## src/rtl/bus_reg_bank.sv

```systemverilog
// Bank of C-bus written, B-bus read datapath registers with per-register
// increment, first-write valid flags and wrap detection.
module bus_reg_bank #(
    parameter int WIDTH     = 32,
    parameter int NUM_REGS  = 4,
    parameter int CW        = 4,
    parameter int BW        = 3,
    parameter int CBUS_BASE = 4,
    parameter int BBUS_BASE = 4,
    parameter int SEL_W     = 2,
    parameter int STEP      = 1
) (
    input  logic                clock,
    input  logic                reset,
    input  logic [WIDTH-1:0]    cbus_out,
    input  logic [CW-1:0]       cbus_en,
    input  logic [BW-1:0]       bbus_en,
    input  logic                inc_en,
    input  logic [SEL_W-1:0]    inc_sel,
    output logic [WIDTH-1:0]    bbus_in,
    output logic                bbus_hit,
    output logic [NUM_REGS-1:0] reg_valid,
    output logic                inc_wrap
);

    if (NUM_REGS < 1 || NUM_REGS > 16) begin : g_bad_num
        $error("bus_reg_bank: NUM_REGS must be 1..16");
    end
    if (CBUS_BASE + NUM_REGS - 1 >= (1 << CW)) begin : g_bad_cbus
        $error("bus_reg_bank: C-bus codes exceed cbus_en range");
    end
    if (BBUS_BASE + NUM_REGS - 1 >= (1 << BW)) begin : g_bad_bbus
        $error("bus_reg_bank: B-bus codes exceed bbus_en range");
    end
    if ((1 << SEL_W) < NUM_REGS) begin : g_bad_sel
        $error("bus_reg_bank: inc_sel too narrow for NUM_REGS");
    end

    logic [WIDTH-1:0]    regs     [NUM_REGS];
    logic [WIDTH:0]      sum      [NUM_REGS];
    logic [NUM_REGS-1:0] wr_hit;
    logic [NUM_REGS-1:0] inc_take;
    logic                wrap_next;

    // A write to the same register drops the increment and its wrap.
    always_comb begin
        wrap_next = 1'b0;
        for (int i = 0; i < NUM_REGS; i++) begin
            wr_hit[i]   = (cbus_en == CW'(CBUS_BASE + i));
            inc_take[i] = inc_en && (inc_sel == SEL_W'(i)) && !wr_hit[i];
            sum[i]      = {1'b0, regs[i]} + (WIDTH+1)'(STEP);
            if (inc_take[i] && sum[i][WIDTH]) begin
                wrap_next = 1'b1;
            end
        end
    end

    always_ff @(negedge clock or posedge reset) begin
        if (reset) begin
            for (int i = 0; i < NUM_REGS; i++) begin
                regs[i] <= '0;
            end
            reg_valid <= '0;
            inc_wrap  <= 1'b0;
        end else begin
            for (int i = 0; i < NUM_REGS; i++) begin
                if (wr_hit[i]) begin
                    regs[i]      <= cbus_out;
                    reg_valid[i] <= 1'b1;
                end else if (inc_take[i]) begin
                    regs[i] <= sum[i][WIDTH-1:0];
                end
            end
            inc_wrap <= wrap_next;
        end
    end

    // Zero when not selected so several banks can be OR-ed onto the B-bus.
    always_comb begin
        bbus_in  = '0;
        bbus_hit = 1'b0;
        for (int i = 0; i < NUM_REGS; i++) begin
            if (bbus_en == BW'(BBUS_BASE + i)) begin
                bbus_in  = regs[i];
                bbus_hit = 1'b1;
            end
        end
    end

endmodule

```

## config.mk

```make
export PLATFORM = sky130hd
export DESIGN_NAME = bus_reg_bank
export DESIGN_NICKNAME = d
export VERILOG_FILES = /design/src/rtl/bus_reg_bank.sv
export SDC_FILE = /design/constraint.sdc
export NUM_CORES = 1
export LEC_CHECK = 0
export CORE_UTILIZATION = 47
export CTS_BUF_LIST = sky130_fd_sc_hd__clkbuf_2
export CTS_CLUSTER_DIAMETER = 100
export DETAILED_ROUTE_END_ITERATION = 16
export PLACE_DENSITY = 0.65
export SLEW_MARGIN = 20
export SYNTH_ARGS = -nofsm -noshare
export SYNTH_HDL_FRONTEND = slang
export SYNTH_SLANG_ARGS = --single-unit
```

## constraint.sdc

```tcl
create_clock -name clock -period 5 [get_ports clock]
set_input_delay 0.5 -clock clock [delete_from_list [all_inputs] [get_ports clock]]
set_output_delay 0.5 -clock clock [all_outputs]
set_load 0.05 [all_outputs]
```

==> reports/results.txt, run 1 <==
The floorplan step set the die height to 135 um. The most area-hungry cell type in the Yosys netlist is dfrtn_1. The buffer cell driving the clock tree root is clkbuf_2. Clock-pin slew was measured on the worst setup and hold paths at 0.13 ns. Counting the buffers created by CTS gives 17. In this run, synthesis inferred 0 flip-flops with an integrated enable. For the max-slew violation count, the log shows 0.

The path class of the tightest hold or removal check is register to register. The number of max-capacitance violations reported was 0; the synthesized netlist cell count was 958. The final setup slack of the worst path was 0.0770 ns. Dividing the synthesized area by the synthesized cell count gives 8.71 um2. The run finished with clean final reports. Start-to-end type of the worst setup path: register to primary output. The first detailed-routing pass ran for 5 iterations. On the final layout, the worst hold slack is 0.416 ns. The tools report the timing startpoint of the critical path as regs[27]$_DFFE_NP0P_.

Walking the worst path, the cells encountered are a22o_1, a221o_1, clkdlybuf4s15_2. The worst-case IR drop observed on VDD is 0.255 mV. In this run, post-CTS hold repair placed 0 buffers. The startpoint identified for the worst register-to-register timing path is regs[68]$_DFFE_NP0P_.

Cell with the largest stage delay on the worst path: dfrtn_1. Clock tree synthesis found a total of 133 sinks. The H-tree was split into 4 levels. The buffering stage count on the worst path with inverters included came out at 1. Across every metal layer, demand over resource in global routing totals 30.6%.

STA classifies the critical path endpoint as a primary output. In this design, the largest share of critical-path delay is due to compound AO/OA/AOI/OAI gates. In this run the worst path has a maximum fanout of 3. The tools report the initial standard-cell utilization of the core as 48.2%.

After layout, the design draws a total of 3.54 mW. The post-synthesis sequential area ratio is 39.9%, and the number of nets still failing antenna checks after routing is 0. For the final weighted congestion of routability-driven global placement, the log shows 0.885.

The analysis attributes to cell leakage a power of 3.88 nW. Data on the critical path arrives at its endpoint at 4.42 ns. The synthesized netlist occupies a cell area of 0.00834 mm2. After detailed routing, the number of remaining DRC violations is 0. STA classifies the critical path startpoint as a register. In this run the tool buffered the top-level ports with 81 buffer cells.

After synthesis, the most frequently instantiated cells are nand2_1, dfrtn_1, o21ai_0, xor2_1, xnor2_1. Summed over its instances, the top area cell type makes up 39.9% of the synthesized netlist area. The worst hold path begins at reg_valid[0]$_DFFE_NP0P_. The cell row count is 48, and the wire length per cell after detailed routing is 20.3 um. For the worst-skew pair, the clock arrives at the later sink with an insertion delay of 0.63 ns. The core region is 0.0173 mm2. 82 I/O pins were placed.

Leading register cell type out of synthesis: dfrtn_1. The initial antenna violation count is 1, and the maximum count of clock buffers along a single path is 2. The run gives 1,006 as the net count of the mapped netlist.

The logs give -0.222 ns for the worst slack at placement and 0.0287 ns for the worst setup skew after layout. Summed over all layers, the global routing overflow is 0. The slew at the pin closest to its max-slew limit works out to 0.717 ns.

The die covers 0.0183 mm2. The maximum cell stage delay along the critical path works out to 0.43 ns. After synthesis the netlist holds a flip-flop and latch count of 133.

Setup repair after global routing left no endpoint under its margin. For this block, the initial DRC count from the detailed router was 1,038. The relative max-transition margin came out at 51.8%. For this run, the number of Yosys warnings is 0.

Cells fill 58.8% of the core in the end. The share of final-layout standard cells stronger than drive strength 1 is 16.2%, and the areal power density over the cells is 348 mW/mm2. In the post-synthesis netlist, the cell with the most instances is nand2_1.

The routed layout has 7,961 vias. Yosys mapped the design onto 46 distinct sky130hd cell types. The via count of the first global-routing pass is 7,246, and the number of non-filler instances in the completed layout is 1,327. Summed over all nets, the half-perimeter wirelength after detailed placement is 20.0 mm.

Measured along the x axis, the die boundary spans 135 um. Counting flops with an async set or reset pin after synthesis yields a share of 100%. The first-pass GRT wire length was 41.7 mm; the detailed-route vias per instance was 6.00.

Post-synthesis to final-layout area growth: 21.9%. The fill cell total of the finished layout was 1,574; the final-stage net count was 1,135. Wires add up to 26.9 mm.

At the worst endpoint, the required time is 4.50 ns. Sorting the synthesized cells by area gives the leading types as dfrtn_1, nand2_1, xor2_1. Entering global routing, the biggest net connects 63 pins. The tools report the number of cells after detailed placement as 1,270.

The count of final hold-check violations is 0. TritonCTS built the clock tree. Setup violations remaining at the end of the flow were counted as 0.
## per-stage QoR
step / setup TNS [ns] / cell area [um2]
floorplan: 0 / 8340
global placement: -1.93 / 9790
detailed placement: -3.23 / 9790
CTS: 0 / 10100
global route: 0 / 10200
finish: 0 / 10200
## cell usage in the layout (no fill, tap or decap), types with 20 or more instances in the layout
master and count:
nand4_1 54, a22o_1 24, a221o_1 24, and3_1 20
nor2_1 44, xnor2_1 55, nand3_1 51, nand2_1 166
xor2_1 65, o21ai_0 105, buf_4 86, dfrtn_1 133
clkdlybuf4s50_1 49, nor3_1 22
## cell families after synthesis
group | Yosys count | share of synthesized area, %
AND/OR/NAND/NOR | 444 | 27.7
AO/OA/AOI/OAI | 178 | 13.4
flip-flops | 133 | 39.9
XOR/XNOR | 120 | 12.6
buffers and inverters | 67 | 3.21
multiplexers | 12 | 2.64
adder cells (fa/ha/maj) | 4 | 0.600
## state kept, by name, summed over array words and instances, names as in the netlist
signal,count
inc_wrap,1
reg_valid,4
regs,128
## layout make-up
cell class              count  area [um2]  share of cell area (%)
diodes                      2        5.00                  0.0492
multi-input cells         758        4790                    47.1
clock buffers              17        85.1                   0.837
clock inverters            15         186                    1.83
well taps                 225         282                    2.77
repair buffers            164        1440                    14.2
flip-flops and latches    133        3330                    32.7
inverters                  13        52.6                   0.517
## worst paths after layout
kind | cells past startpoint | end | slack [ns]
worst max-delay path | 3 | bbus_in[27] | 0.08
worst max register to register | 5 | regs[91]$_DFFE_NP0P_ | 2.73
min in group asynchronous | 2 | regs[104]$_DFFE_NP0P_ | 2.56
worst min register to register | 1 | reg_valid[0]$_DFFE_NP0P_ | 0.42
max in group asynchronous | 3 | regs[64]$_DFFE_NP0P_ | 1.82
worst min-delay path | 1 | reg_valid[0]$_DFFE_NP0P_ | 0.42
## metal layers
metal,vias up,wire length [um],track usage (%)
met1,3831,12200,45.9
met2,391,11700,44.4
met5,-,0,0
met4,0,360,6.87
li1,3709,-,-
met3,30,2660,6.88
## power by group
group          internal (mW)  switching (mW)  total [mW]
Sequential              1.34           0.345        1.69
Clock                  0.323           0.432       0.755
Combinational          0.498           0.598        1.10
## what timing repair did
action / 4_1_cts / 5_1_grt
pin swaps: 0 / 0
endpoints found under the hold margin: 0 / 0
buffers inserted: 1 / 22
endpoints found under the setup margin: 21 / 18
resized for setup: 72 / 26
(Power assumes the default switching activity.)
==> run 2: changes to the inputs <==
--- a/config.mk
+++ b/config.mk
@@ -9,6 +9,8 @@
 export CTS_BUF_LIST = sky130_fd_sc_hd__clkbuf_2
 export CTS_CLUSTER_DIAMETER = 100
 export DETAILED_ROUTE_END_ITERATION = 16
+export GPL_ROUTABILITY_DRIVEN = 0
+export MAX_ROUTING_LAYER = met4
 export PLACE_DENSITY = 0.65
 export SLEW_MARGIN = 20
 export SYNTH_ARGS = -nofsm -noshare
==> run 2 against run 1 <==
Net effect:
- flip-flop and latch count unchanged
- via count unchanged
- cell count down 0.15%
- largest power group unchanged
- cell area down 0.12%
- core utilization down 0.072 points
- routed wire length about the same
- worst setup slack worse by 0.013 ns
- sequential power about the same
- die area unchanged
- register-to-register slack about the same
- clock-buffer cell count unchanged
- non-clock buffer count down 1
==> reports/results.txt, run 2 (synthesis gave the netlist of run 1 again) <==
The flow ran to the end, and the final reports show no timing, DRC or antenna violations. The global route total overflow was 0 (unchanged); the final wirelength was 26.9 mm (about the same). The maximum count of clock buffers along a single path came out at 2 (unchanged).

Largest registers: regs x128, reg_valid x4, inc_wrap x1 (unchanged). The run gives 7,228 (was 7,246) as the via count of the first global-routing pass. The maximum resistive drop on vdd is 0.255 mV (about the same). Final-stage net count: 1,134 (was 1,135). The wire length per cell after detailed routing is 20.3 um (about the same). The slew at the pin closest to its max-slew limit works out to 0.726 ns (was 0.717 ns). Ordered list of cells on the worst path: mux4_2, and2_1, buf_2 (was a22o_1, a221o_1, clkdlybuf4s15_2).

The final-layout worst hold slack was 0.416 ns (about the same); the placeable core region was 0.0173 mm2 (unchanged). The number of cells after detailed placement was 1,270 (unchanged). The worst setup skew after layout is 0.0242 ns (was 0.0287 ns).

The tools report the total iterations of the first detailed-routing run as 9 (was 5). The cell with the largest stage delay on the worst path was mux4_2 (was dfrtn_1). The buffer cell driving the clock tree root is clkbuf_2 (unchanged). The aggregate global-route resource usage is 31.6% (was 30.6%), and the height of the die is 135 um (unchanged). The number of nets still failing antenna checks after routing came out at 0 (unchanged). The power after layout was 3.54 mW (about the same).

The number of hold-repair buffers added at the cts stage came out at 0 (unchanged). The startpoint of the most critical register-to-register path is regs[68]$_DFFE_NP0P_ (unchanged). The number of flip-flops under the largest register name was 128 (unchanged); the critical path data required time was 4.50 ns (about the same). The run gives -0.222 ns (unchanged) as the worst slack at placement. The hold path startpoint was reg_valid[0]$_DFFE_NP0P_ (unchanged). The final routed DRC violation total came out at 0 (unchanged).

The number of setup violations in the final report was 0 (unchanged); the total I/O pin count was 82 (unchanged). The start-to-end type of the worst setup path was register to primary output (unchanged). The final-layout setup total negative slack was 0 ns (unchanged).

The count of final hold-check violations is 0 (unchanged), and the pin count of the biggest net entering global routing is 63 (unchanged). The total via count in the routed design came out at 7,961 (unchanged). The number of buffers added on ports is 81 (unchanged). Largest register by flop count: regs (unchanged). The run gives 3.88 nW (about the same) as the static leakage. The number of non-filler instances in the completed layout is 1,325 (was 1,327). The maximum cell stage delay along the critical path was 0.49 ns (was 0.43 ns); the cell row count was 48 (unchanged). The clock slew seen by the registers of the worst setup and hold paths is 0.14 ns (was 0.13 ns).

The commonest non-fill, non-tap cell in the layout was nand2_1 (unchanged). The number of CTS-inserted buffers is 17 (unchanged), and the post-synthesis to final-layout area growth is 21.8% (was 21.9%). For the initial antenna violation count, the log shows 1 (unchanged). The maximum fanout count along the critical path was 4 (was 3); the count of clock tree sinks was 133 (unchanged). The arrival time at the worst endpoint is 4.44 ns (was 4.42 ns), and the share of final-layout standard cells stronger than drive strength 1 is 16.1% (was 16.2%). The timing startpoint of the critical path is regs[94]$_DFFE_NP0P_ (was regs[27]$_DFFE_NP0P_). The path category of the worst min-delay check is register to register (unchanged).

The run gives 51.2% (was 51.8%) as the relative max-transition margin. The run gives 970 (was 1,038) as the number of DRC markers after the initial detailed-route iteration. The initial standard-cell utilization of the core came out at 48.2% (unchanged). The final setup slack of the worst path was 0.0643 ns (was 0.0770 ns); the insertion delay to the later sink of the worst-skew pair was 0.63 ns (about the same). The CTS H-tree depth is 4 (unchanged), and the areal power density over the cells is 348 mW/mm2 (about the same). Setup repair after global routing left no endpoint under its margin. Launching element type of the critical path: a register (unchanged). Highest-count cells in the layout ignoring fill and taps: nand2_1, dfrtn_1, o21ai_0 (unchanged). The buffering stage count on the worst path with inverters included was 1 (unchanged); the first-pass GRT wire length was 41.8 mm (was 41.7 mm). The tools report the register-to-register setup slack as 2.73 ns (about the same).

TritonCTS built the clock tree. The number of max-capacitance violations reported came out at 0 (unchanged). For the half-perimeter wire length of the detailed placement result, the log shows 20.0 mm (unchanged). Kind of end point of the critical path: a primary output (unchanged).

The die footprint is 0.0183 mm2 (unchanged). The category of cells accounting for the largest share of critical-path delay is multiplexers (was compound AO/OA/AOI/OAI gates). The run gives 0 (unchanged) as the max-slew violation count. Die span in x: 135 um (unchanged). The detailed-route vias per instance was 6.01 (was 6.00).
## run 2: cell types whose count changed in the layout (fill, tap and decap cells not counted)
| cell | delta |
|---|---|
| buf_4 | -2 |
| buf_2 | +1 |
| diode_2 | -1 |
## run 2: final cells by class
cell class | count | area (um2)
Inverter | 13 | 52.6
Tap cell | 225 | 282
Sequential cell | 133 | 3330
Clock buffer | 17 | 85.1
Clock inverter | 15 | 186
Multi-Input combinational cell | 758 | 4790
Fill cell | 1576 | 7140
Antenna cell | 1 | 2.50
Timing Repair Buffer | 163 | 1430
## run 2: power by group
| group | internal [mW] | switching (mW) |
|---|---|---|
| registers | 1.34 | 0.342 |
| clock network | 0.323 | 0.436 |
| logic | 0.493 | 0.598 |
| total | 2.16 | 1.38 |
## run 2: per-layer routing
| metal | share of wire, % | up-vias | wire [um] | track usage (%) |
|---|---|---|---|---|
| li1 | - | 3711 | - | - |
| met5 | 0 | - | 0 | - |
| met2 | 44 | 382 | 11700 | 44.4 |
| met4 | 1.4 | 0 | 386 | 6.87 |
| met3 | 9.6 | 32 | 2570 | 6.88 |
| met1 | 45 | 3836 | 12200 | 46.1 |
## run 2: timing repair
action                                  4_1_cts  5_1_grt
resized for setup                            72       24
setup buffers                                 1       21
endpoints found under the setup margin       21       18
## run 2: worst register-to-register path, delay by kind of cell (launching register included)
| kind | cells | cell delay (ns) |
|---|---|---|
| compound gates | 1 | 0.08 |
| simple gates | 3 | 1.38 |
| flops | 1 | 0.54 |
| xor+xnor | 1 | 0.16 |
## run 2: final timing paths
kind	endpoint	cells after the start
max	bbus_in[30]	3
min	reg_valid[0]$_DFFE_NP0P_	1
max reg2reg	regs[89]$_DFFE_NP0P_	5
min reg2reg	reg_valid[0]$_DFFE_NP0P_	1
max in group asynchronous	regs[21]$_DFFE_NP0P_	3
min in group asynchronous	regs[104]$_DFFE_NP0P_	2
## run 2: per-stage QoR
stage	util [%]	area [um2]
detailed placement	56.6	9790
floorplan	-	8340
global placement	56.6	9790
finish	58.7	10200
global route	58.7	10200
CTS	58.1	10100
